## config.mk

```make
export PLATFORM = sky130hd
export DESIGN_NAME = alu_nibble_seq
export DESIGN_NICKNAME = d
export VERILOG_FILES = /design/src/rtl/alu_nibble_seq.sv
export SDC_FILE = /design/constraint.sdc
export NUM_CORES = 1
export LEC_CHECK = 0
export ABC_AREA = 1
export CORE_MARGIN = 3
export CORE_UTILIZATION = 51
export DETAILED_ROUTE_END_ITERATION = 16
export PLACE_DENSITY_LB_ADDON = 0.2
export SLEW_MARGIN = 20
export SYNTH_ARGS = -nofsm -noshare
export SYNTH_HDL_FRONTEND = slang
export SYNTH_SLANG_ARGS = --single-unit
```

## constraint.sdc

```tcl
create_clock -name clk -period 4 [get_ports clk]
set_input_delay 0.8 -clock clk [delete_from_list [all_inputs] [get_ports clk]]
set_output_delay 0.8 -clock clk [all_outputs]
set_load 0.005 [all_outputs]
```

## src/rtl/alu_nibble_seq.sv

```systemverilog
// Runs a W-bit operation through an external 4-bit ALU slice, one nibble per cycle.
// Carry ripples between nibbles via a register; the A=B flags of all nibbles are ANDed.
module alu_nibble_seq #(
  parameter  int NIBBLES = 4,
  localparam int W       = 4 * NIBBLES,
  localparam int IW      = (NIBBLES > 1) ? $clog2(NIBBLES) : 1
) (
  input  logic         clk,
  input  logic         reset,
  input  logic         start,
  input  logic [3:0]   op_s,
  input  logic         op_m,
  input  logic         op_ci_n,
  input  logic [W-1:0] a_in,
  input  logic [W-1:0] b_in,
  output logic         busy,
  output logic         done,
  output logic [W-1:0] result,
  output logic         co_n,
  output logic         aeqb,
  output logic [3:0]   alu_a,
  output logic [3:0]   alu_b,
  output logic [3:0]   alu_s,
  output logic         alu_m,
  output logic         alu_ci_n,
  input  logic [3:0]   alu_f,
  input  logic         alu_co_n,
  input  logic         alu_aeqb
);

  typedef enum logic [1:0] {IDLE, RUN, DONE} state_t;

  state_t                    state, state_nx;
  logic [IW-1:0]             idx, sel_idx;
  logic [NIBBLES-1:0][3:0]   a_q, b_q, res_q;
  logic [3:0]                s_q;
  logic                      m_q, ci_q, carry_q, acc_q;
  logic                      last;

  assign last = (idx == IW'(NIBBLES - 1));

  always_ff @(posedge clk or posedge reset) begin
    if (reset) state <= IDLE;
    else       state <= state_nx;
  end

  // Start is only honoured in IDLE; DONE always returns to IDLE.
  always_comb begin
    state_nx = state;
    case (state)
      IDLE:    if (start) state_nx = RUN;
      RUN:     if (last)  state_nx = DONE;
      DONE:    state_nx = IDLE;
      default: state_nx = IDLE;
    endcase
  end

  always_ff @(posedge clk or posedge reset) begin
    if (reset) begin
      a_q     <= '0;
      b_q     <= '0;
      s_q     <= '0;
      m_q     <= 1'b0;
      ci_q    <= 1'b0;
      idx     <= '0;
      res_q   <= '0;
      carry_q <= 1'b1;
      acc_q   <= 1'b0;
      co_n    <= 1'b1;
      aeqb    <= 1'b0;
    end else begin
      case (state)
        IDLE: if (start) begin
          a_q   <= a_in;
          b_q   <= b_in;
          s_q   <= op_s;
          m_q   <= op_m;
          ci_q  <= op_ci_n;
          idx   <= '0;
          res_q <= '0;
          acc_q <= 1'b1;
        end
        RUN: begin
          res_q[idx] <= alu_f;
          carry_q    <= alu_co_n;
          acc_q      <= acc_q & alu_aeqb;
          idx        <= last ? '0 : idx + 1'b1;
          if (last) begin
            co_n <= alu_co_n;
            aeqb <= acc_q & alu_aeqb;
          end
        end
        default: ;
      endcase
    end
  end

  // Outside RUN the slice sees nibble 0 with the latched carry-in.
  assign sel_idx  = (state == RUN) ? idx : '0;
  assign alu_a    = a_q[sel_idx];
  assign alu_b    = b_q[sel_idx];
  assign alu_s    = s_q;
  assign alu_m    = m_q;
  assign alu_ci_n = (state == RUN && idx != '0) ? carry_q : ci_q;

  assign result = res_q;
  assign busy   = (state != IDLE);
  assign done   = (state == DONE);

endmodule

```

==> summary.md <==
| Metric | Value |
|---|---|
| Compound-Gate Fraction of Synth Area | 7.18% |
| PortBufs | 80 |
| Core Rows | 26 |
| WL final | 6850 µm |
| Hold Path Stages | 2 |
| Met2 wire length | 3520 µm |
| Vias in the first global route | 2582 |
| H-tree levels | 3 |
| Slowest-stage cell, CP | dfrtp_1 |
| Post-Synth Simple-Gate Area | 28.1% |
| Reg2reg start | state[0] |
| CTS resizes | 0 |
| Core Region | 5300 µm² |
| Post-synthesis sequential area ratio | 53.7% |
| Mux cell area share after synthesis | 0% |
| Post-synth ARST share | 100% |
| Syn Area/Cell | between 8 and 9 µm² |
| Final ANT Viol Nets | 0 |
| Die height | 81.3 µm |
| Synth-to-layout area growth | 35.3% |
| DR top layer | met4 |
| Cell taking the most area after synthesis | dfrtp_1 |
| Power Dens Cells | approximately 760 nW/µm² |
| Post-synthesis cell type count | 19 |
| RSZ-0062 raised after global routing | false |
| Die span in x | 81.3 µm |
| Starting Density | ~55% |
| Iter 0 DRT Violations | 183 |
| Rel. slew slack | 54.7% |
| Crit-path cells | nand3_1, nand2_1, nand3_1, nand2_1, clkdlybuf4s50_1 |
| Share of cells above drive strength 1 | between 7 and 8% |
| Yosys warns | 0 |
| Register clock-pin slew on the reported worst setup and hold paths | 0.07 ns |
| Hold/Removal Path Class | reg -> reg |
| Wire per inst | 13.4 µm |
| Status | completed |
| Synth top area share | 51.9% |
| Req. time, crit path | 3.20 ns |
| Number of synthesized register bits | a little over 60 |
| First-pass DRT Iterations | 4 |
| CTS tree | yes |
| Maximum VDD drop | between 0.4 and 0.5 mV |
| Largest net degree at the start of global routing | a little under 70 |
| Wl on met1 | approximately 2900 µm |
| Largest family of logic cells by synthesized area | simple AND/OR/NAND/NOR gates |
| FF-to-FF setup slack | a little under 2 ns |
| CP arrival | about 2.6 ns |
| Reg2reg path depth | 7 |
| Die area | 6610 µm² |
| Tmin final | ~3.4 ns |
| Fmax | 0.292 GHz |
| Critical path launch point type | register |
| Post-route clock period utilization | a little under nine tenths |
| Post-Synth XOR/XNOR Area | 0% |
| Crit Path Class | reg -> out |
| Via count | 2566 |
| All-Layer GR Usage | between 20% and 30% |
| Drc violations | 0 |
| Antenna cells | 0 |
| Min-delay src | alu_s[3] |
| Syn_nets | 410 |
| Met3 wire len | 336 µm |
| Slew @ Worst Pin | 0.680 ns |
| RR Endpoint | result[14] |
| CTS Buffer Depth | 2 |
| Most frequent cell after synthesis | nand2_1 |
| Ys flop type | dfrtp_1 |
| First-pass GRT wire length | about 12000 µm |
| Top Ports | just over 80 |
| CP max stage delay | 0.78 ns |
| Area of the mapped netlist | 2890 µm² |
| Fin. Hold Viols | 0 |
| Final Setup Violations | 0 |
| Worst Skew | 0.00215 ns |
| Clock Latency Late Sink | 0.33 ns |
| Synth cell count leaders | 88 x nand2_1, 60 x dfrtp_1, 48 x nand3_1, 42 x inv_1, 38 x nor2_1 |
| FF+latch area | 1550 µm² |
| Setup TNS Final | 0 ns |
| Worst Hold End | alu_s[3] |
| FILL cells | ~420 |
| Cts hold-fix bufs | 0 |
| Area contributors post-synth | dfrtp_1 52%, nand2_1 11%, nand3_1 8.3%, a21oi_1 5.9%, inv_1 5.4% |
| LEAKAGE | 1.97 nW |
| Multi-input gate area | 1080 µm² |
| Sink Count | 62 |
| Final Max Slew Viols | 0 |
| Power Total | approximately 3.0 mW |
| CP max FO | 21 |
| Routability cong. | 0.791 |
| CTS Buf Count | 9 |
| Grt ovf | 0 |
| Root Buffer | clkbuf_8 |
| Crit. End Element | output port |
| HPWL Detailed | 4820 µm |
| Cells after synthesis | 358 |
| Initial antenna violation count | 0 |
| Vias/cell | 5.03 |
| Max cap viols | 0 |
| Adder-cell share of the synthesized area | 2.16% |
| Number of flops mapped to enable cells by yosys | 0 |
| Post-CTS Setup Inserts | 0 |
| Total Nets Final | 487 |
==> critical path, delay by kind of cell, from the launching register on <==
family,cells,cell delay [ns]
simple gates,4,1.01
flops,1,0.78
buf+inv,1,0.49
==> report_power, final <==
| group | leakage, nW | switching [mW] | internal, mW |
|---|---|---|---|
| Clock | 0.0948 | 0.244 | 0.283 |
| Sequential | 0.731 | 0.160 | 0.907 |
| Combinational | 1.14 | 0.732 | 0.649 |
==> cell usage in the layout, fill, tap and decap left out <==
cell type,count
inv_1,41
ha_1,5
nor2_1,38
clkinvlp_4,2
nand3_1,48
nand2_1,87
o21a_1,1
nand4_1,8
bufinv_16,1
nor2_4,1
dfstp_2,2
nand2_2,5
o21ai_0,4
clkdlybuf4s50_1,80
clkbuf_8,9
buf_4,2
a21oi_1,34
dfrtp_1,60
buf_12,1
nor2_2,2
o21ai_1,2
inv_2,3
clkinv_2,4
==> cell type report <==
| class | count | share of cell area (%) |
|---|---|---|
| inverters | 44 | 4.22 |
| clock inverters | 7 | 1.66 |
| well taps | 70 | 2.24 |
| repair buffers | 83 | 21.3 |
| flip-flops and latches | 62 | 39.7 |
| multi-input cells | 235 | 27.7 |
| clock buffers | 9 | 3.16 |
==> cell families (layout without fill, tap and decap cells) <==
| kind of cell | Yosys count | count (layout) |
|---|---|---|
| AND/OR/NAND/NOR | 189 | 189 |
| adder cells (fa/ha/maj) | 5 | 5 |
| AO/OA/AOI/OAI | 41 | 41 |
| flip-flops | 62 | 62 |
| buffers and inverters | 61 | 143 |
==> per-layer routing <==
| layer | GRT usage, % | vias up |
|---|---|---|
| met3 | 3.22 | 14 |
| li1 | - | 1286 |
| met1 | 28.8 | 1195 |
| met4 | 10.8 | 0 |
| met5 | 0 | - |
| met2 | 38.4 | 71 |
==> worst max-delay path by stage <==
stage	from	end	slack, ns	depth (start not counted)
2_1_floorplan	reset	a_q[0]	1.66	1
3_3_place_gp	idx[0]	alu_b[3]	1.03	5
3_5_place_dp	idx[0]	alu_b[1]	0.97	5
4_1_cts	idx[0]	alu_b[1]	0.57	5
5_1_grt	idx[0]	alu_b[2]	0.32	5
6_report	idx[0]	alu_b[1]	0.58	5
==> registers in the layout, indices dropped and copies added (netlist names), 2 cells and up <==
signal	flops
idx	2
alu_s	4
b_q	16
a_q	16
result	16
state	2
==> metrics by stage <==
stage                     instance area [µm²]  utilization (%)  instances  setup WS, ns  hold WS (ns)
after detailed placement                 3730             70.3        494         0.969         0.458
after CTS                                3920             73.9        510         0.575         0.475
after global placement                   3730             70.3        494          1.03         0.455
after global routing                     3920             73.9        510         0.318         0.490
after floorplan                          2890                -        358          1.66         0.442
final                                    3920             73.9        510         0.579         0.471
(Power assumes the default switching activity.)
